### src/rtl/control_unit_if.sv
// Instruction-in / decoded-controls-out bundle between the instruction register and the datapath.
interface control_unit_if;
    logic [7:0] inst;
    logic [2:0] aluSel;
    logic [2:0] regInSel;
    logic [2:0] regOutSel;
    logic       regInEn;
    logic       regOutEn;
    logic       genConst;

    // Instruction source side
    modport master (
        output inst,
        input  aluSel, regInSel, regOutSel, regInEn, regOutEn, genConst
    );

    // Decoder side
    modport slave (
        input  inst,
        output aluSel, regInSel, regOutSel, regInEn, regOutEn, genConst
    );
endinterface

### src/rtl/control_unit.sv
// Instruction decoder for the 8-bit CPU: combinational decode of inst, registered control outputs.
module control_unit (
    input  logic         clk,
    input  logic         rst,
    control_unit_if.slave bus
);
    localparam int unsigned INST_W = 8;
    localparam int unsigned SEL_W  = 3;
    localparam int unsigned OPC_W  = INST_W - SEL_W;

    localparam logic [OPC_W-1:0] OPC_MOV_R0_RR = 5'b00001;
    localparam logic [OPC_W-1:0] OPC_MOV_RR_R0 = 5'b00010;
    localparam logic [OPC_W-1:0] OPC_LDC       = 5'b00011;

    typedef struct packed {
        logic [SEL_W-1:0] alu_sel;
        logic [SEL_W-1:0] reg_in_sel;
        logic [SEL_W-1:0] reg_out_sel;
        logic             reg_in_en;
        logic             reg_out_en;
        logic             gen_const;
    } ctrl_t;

    logic [OPC_W-1:0] opcode;
    logic [SEL_W-1:0] rrr;
    ctrl_t            ctrl_d;
    ctrl_t            ctrl_q;

    assign opcode = bus.inst[INST_W-1:SEL_W];
    assign rrr    = bus.inst[SEL_W-1:0];

    // Decode; undefined opcodes fall through to the all-zero NOP default
    always_comb begin
        ctrl_d = '0;
        casez (opcode)
            OPC_MOV_R0_RR: begin
                ctrl_d.reg_out_sel = rrr;
                ctrl_d.reg_out_en  = 1'b1;
                ctrl_d.reg_in_en   = 1'b1;
            end
            OPC_MOV_RR_R0: begin
                ctrl_d.reg_in_sel = rrr;
                ctrl_d.reg_out_en = 1'b1;
                ctrl_d.reg_in_en  = 1'b1;
            end
            OPC_LDC: begin
                ctrl_d.gen_const  = 1'b1;
                ctrl_d.reg_in_sel = rrr;
                ctrl_d.reg_in_en  = 1'b1;
            end
            5'b01???: begin
                ctrl_d.alu_sel     = opcode[SEL_W-1:0];
                ctrl_d.reg_out_sel = rrr;
                ctrl_d.reg_out_en  = 1'b1;
                ctrl_d.reg_in_en   = 1'b1;
            end
            default: ctrl_d = '0;
        endcase
    end

    always_ff @(posedge clk or negedge rst) begin
        if (!rst) begin
            ctrl_q <= '0;
        end else begin
            ctrl_q <= ctrl_d;
        end
    end

    assign bus.aluSel    = ctrl_q.alu_sel;
    assign bus.regInSel  = ctrl_q.reg_in_sel;
    assign bus.regOutSel = ctrl_q.reg_out_sel;
    assign bus.regInEn   = ctrl_q.reg_in_en;
    assign bus.regOutEn  = ctrl_q.reg_out_en;
    assign bus.genConst  = ctrl_q.gen_const;

endmodule

### src/flat_wrapper.sv
// flat-port wrapper written by rule: the top's interface ports become plain ports
module control_unit_flat 
  (clk, rst, bus_inst, bus_aluSel, bus_regInSel, bus_regOutSel, bus_regInEn, bus_regOutEn, bus_genConst);
  control_unit_if bus_i ();
  input  logic clk;
  input  logic rst;
  input wire logic [$bits(bus_i.inst)-1:0] bus_inst;
  output wire logic [$bits(bus_i.aluSel)-1:0] bus_aluSel;
  output wire logic [$bits(bus_i.regInSel)-1:0] bus_regInSel;
  output wire logic [$bits(bus_i.regOutSel)-1:0] bus_regOutSel;
  output wire logic [$bits(bus_i.regInEn)-1:0] bus_regInEn;
  output wire logic [$bits(bus_i.regOutEn)-1:0] bus_regOutEn;
  output wire logic [$bits(bus_i.genConst)-1:0] bus_genConst;
  assign bus_i.inst = bus_inst;
  assign bus_aluSel = bus_i.aluSel;
  assign bus_regInSel = bus_i.regInSel;
  assign bus_regOutSel = bus_i.regOutSel;
  assign bus_regInEn = bus_i.regInEn;
  assign bus_regOutEn = bus_i.regOutEn;
  assign bus_genConst = bus_i.genConst;
  control_unit u_core (.clk(clk), .rst(rst), .bus(bus_i));
endmodule
### config.mk
export PLATFORM = sky130hd
export DESIGN_NAME = control_unit_flat
export DESIGN_NICKNAME = d
export VERILOG_FILES = /design/src/rtl/control_unit_if.sv /design/src/rtl/control_unit.sv /design/src/flat_wrapper.sv
export SDC_FILE = /design/constraint.sdc
export NUM_CORES = 1
export LEC_CHECK = 0
export CAP_MARGIN = 30
export CORE_AREA = 2 2 39 41
export DETAILED_ROUTE_END_ITERATION = 10
export DIE_AREA = 0 0 41 43
export GPL_ROUTABILITY_DRIVEN = 0
export PLACE_DENSITY = 0.68
export SLEW_MARGIN = 20
export SYNTH_ARGS = -nofsm -noshare
export SYNTH_HDL_FRONTEND = slang
export SYNTH_SLANG_ARGS = --single-unit
### constraint.sdc
create_clock -name clk -period 1 [get_ports clk]
set_clock_uncertainty 0.15 [all_clocks]
set_input_delay 0.2 -clock clk [delete_from_list [all_inputs] [get_ports clk]]
set_output_delay 0.2 -clock clk [all_outputs]
set_load 0.005 [all_outputs]
==> impl_metrics.json <==
{
  "status": "finished with violations",
  "violations": "setup timing",
  "die-area_mm2": 0.00176,
  "required_ps": 650,
  "grtUsageTotal_pct": 12.3,
  "leakage_nw": 0.378,
  "htree_num_levels": 1,
  "drtAntennaViolNets": 0,
  "cts_tree": "done",
  "ys_warn_count": 0,
  "vias": 347,
  "drt_iter0_drc": 2,
  "syn_inst": 31,
  "max_stage_delay_ps": 360,
  "final_layout_size_suffix_gt1_share_pct": 46.0,
  "clk_pin_slew_ps": 70,
  "start_util_pct": 31.9,
  "switching_share_pct": 21.2,
  "setup_ws_ps": -98.9,
  "fin_crit_ps": 1100,
  "crit_arrival_ps": 750,
  "fp-row-count": 14,
  "wire_per_inst_um": 10.9,
  "final-setup-viol-count": 12,
  "final_nets": 75,
  "drc": 0,
  "grt_pass1_vias": 303,
  "numPortBuffers": 21,
  "coreArea_mm2": 0.00138,
  "p_sw_uw": 195,
  "final_max_slew_viol_count": 0,
  "numCtsBuffers": 3,
  "cpLargestDelayFamily": "flip-flops",
  "num_antenna_cells": 0,
  "cts_root_buf": "clkbuf_4",
  "seq_power_share_pct": 55.2,
  "clkPwrFrac_pct": 29.8,
  "syn_nets": 41,
  "fin_crit_sh_pct": 110,
  "fillers": 149,
  "crit_type": "flop to primary output",
  "crit_chain": "buf_2",
  "timing_worst_slew_pin_value_ps": 243,
  "ys_ff_latch": 12,
  "grt_max_degree": 13,
  "async_flop_share_pct": 100,
  "hold_viol": 0,
  "syn_to_final_growth_pct": 60.1,
  "cp.buffers_inverters": 1,
  "p_int_uw": 725,
  "syn-cell-area_um2": 442,
  "yosysSeqAreaShare_pct": 68.0,
  "drv_cap": 0,
  "max_freq_mhz": 910,
  "numClockSinks": 12,
  "dpl.hpwl_um": 665,
  "wirelength_um": 859,
  "antenna_found_initial": 0,
  "vias_per_cell": 4.39,
  "grt-ovfl-total": 0,
  "synth_top_cell_area_share_pct": 68.0,
  "yosysMostFrequentCell": "dfrtp_1",
  "slew_headroom_pct": 83.7,
  "synth_ff_type": "dfrtp_1",
  "timing.hold.ws_ps": 87.1,
  "critical_path.slowest_cell": "dfrtp_1",
  "power_per_cell_area_mw_per_mm2": 1300,
  "pwr-share-comb_pct": 14.9,
  "hold_path_class": "primary input to flop",
  "yosys-top-cells-count": "dfrtp_1 (12), and2_1 (6), a21boi_1 (3)",
  "cts-hold-fix-buffers": 0,
  "synth_edf_count": 0,
  "vdd_drop_max_v": 0.000486,
  "synthDistinctLibCells": 13,
  "die_height_um": 43,
  "die_x_um": 41,
  "drtPass1Iterations": 4,
  "clockBufferDepth": 2,
  "startpoint_type": "flop",
  "grt_pass1_wl_mm": 1.30,
  "synth_area_per_cell_um2": 14.2,
  "crit_fanout": 1,
  "ys_top_cells_by_area": "dfrtp_1 (68%), and2_1 (8.5%), a21boi_1 (5.1%), nor4b_2 (3.4%), or4b_4 (3.1%)",
  "cp-end-kind": "primary output",
  "synth_largest_area_cell": "dfrtp_1",
  "grt_setup_unrepaired": "yes",
  "utilization_pct": 51.1,
  "ioPinCount": 22
}
-- layer usage --
| metal | GRT usage [%] | wire length [um] | part of all wire (%) | up-vias |
|---|---|---|---|---|
| li1 | - | - | - | 171 |
| met4 | 14.0 | 20 | 2.3 | 0 |
| met3 | 4.71 | 61 | 7.1 | 2 |
| met1 | 12.9 | 331 | 39 | 159 |
| met5 | 0 | 0 | 0 | - |
| met2 | 16.3 | 447 | 52 | 15 |
-- area by class of cell --
cell class	count	area (um2)	share of cell area (%)
clock buffers	3	22.5	3.19
inverters	1	3.75	0.531
multi-input cells	18	150	21.2
flip-flops and latches	12	300	42.5
well taps	16	20.0	2.83
repair buffers	29	210	29.7
-- through the flow --
stage | setup slack (ps) | TNS, ps | instances | area (um2) | power (mW)
6_report | -98.9 | -1030 | 79 | 707 | 0.919
5_1_grt | -151 | -1610 | 79 | 707 | 0.982
4_1_cts | -113 | -1190 | 79 | 703 | 0.929
3_5_place_dp | -570 | -7540 | 76 | 744 | 0.678
3_3_place_gp | -551 | -7370 | 76 | 744 | 0.675
2_1_floorplan | -72.3 | -217 | 31 | 442 | 0.549
-- worst paths after layout --
kind                                          from                       to  slack (ps)  cells after the start
max                        u_core.bus.regOutSel[2]         bus_regOutSel[2]        -100                      1
min                                    bus_inst[7]  u_core.bus.regOutSel[1]          90                      3
max in group asynchronous                      rst     u_core.bus.aluSel[2]         480                      2
min in group asynchronous                      rst  u_core.bus.regOutSel[2]         100                      2
-- flip-flops by register name, indices dropped and copies added (netlist names) --
name	flops
u_core.bus.regOutEn	1
u_core.bus.genConst	1
u_core.bus.regInSel	3
u_core.bus.regInEn	1
u_core.bus.aluSel	3
u_core.bus.regOutSel	3
-- cells by family after synthesis --
family | count (synthesis) | share of synthesized area [%]
XOR/XNOR | 1 | 1.98
AND/OR/NAND/NOR | 11 | 19.5
flip-flops | 12 | 68.0
AO/OA/AOI/OAI | 6 | 9.63
buffers and inverters | 1 | 0.849
-- power groups by stage --
stage | clock (mW) | sequential (mW) | combinational, mW
after floorplan | 0 | 0.521 | 0.0281
after global routing | 0.322 | 0.509 | 0.151
final | 0.274 | 0.508 | 0.137
after detailed placement | 0 | 0.519 | 0.159
after CTS | 0.283 | 0.509 | 0.137
after global placement | 0 | 0.518 | 0.157
-- timing repair --
action                                  in CTS  in global routing
resized for setup                           61                  1
setup buffers                                0                  0
pin swaps                                    2                  0
endpoints found under the setup margin      24                 13
-- placed cells by master, fill, tap and decap left out --
master and instances:
and2_1 6, a21boi_1 2, clkdlybuf4s15_1 1, nor2b_1 1
a21boi_2 1, buf_12 1, a21oi_1 1, clkbuf_4 3
buf_4 7, and2_2 1, o21bai_1 1, nor4b_4 1
o31ai_1 1, or4b_4 1, nand2b_1 1, dfrtp_1 12
inv_1 1, xnor2_1 1, clkdlybuf4s50_1 4, dlygate4sd2_1 2
buf_2 14
Power figures use the tool's default switching activity.
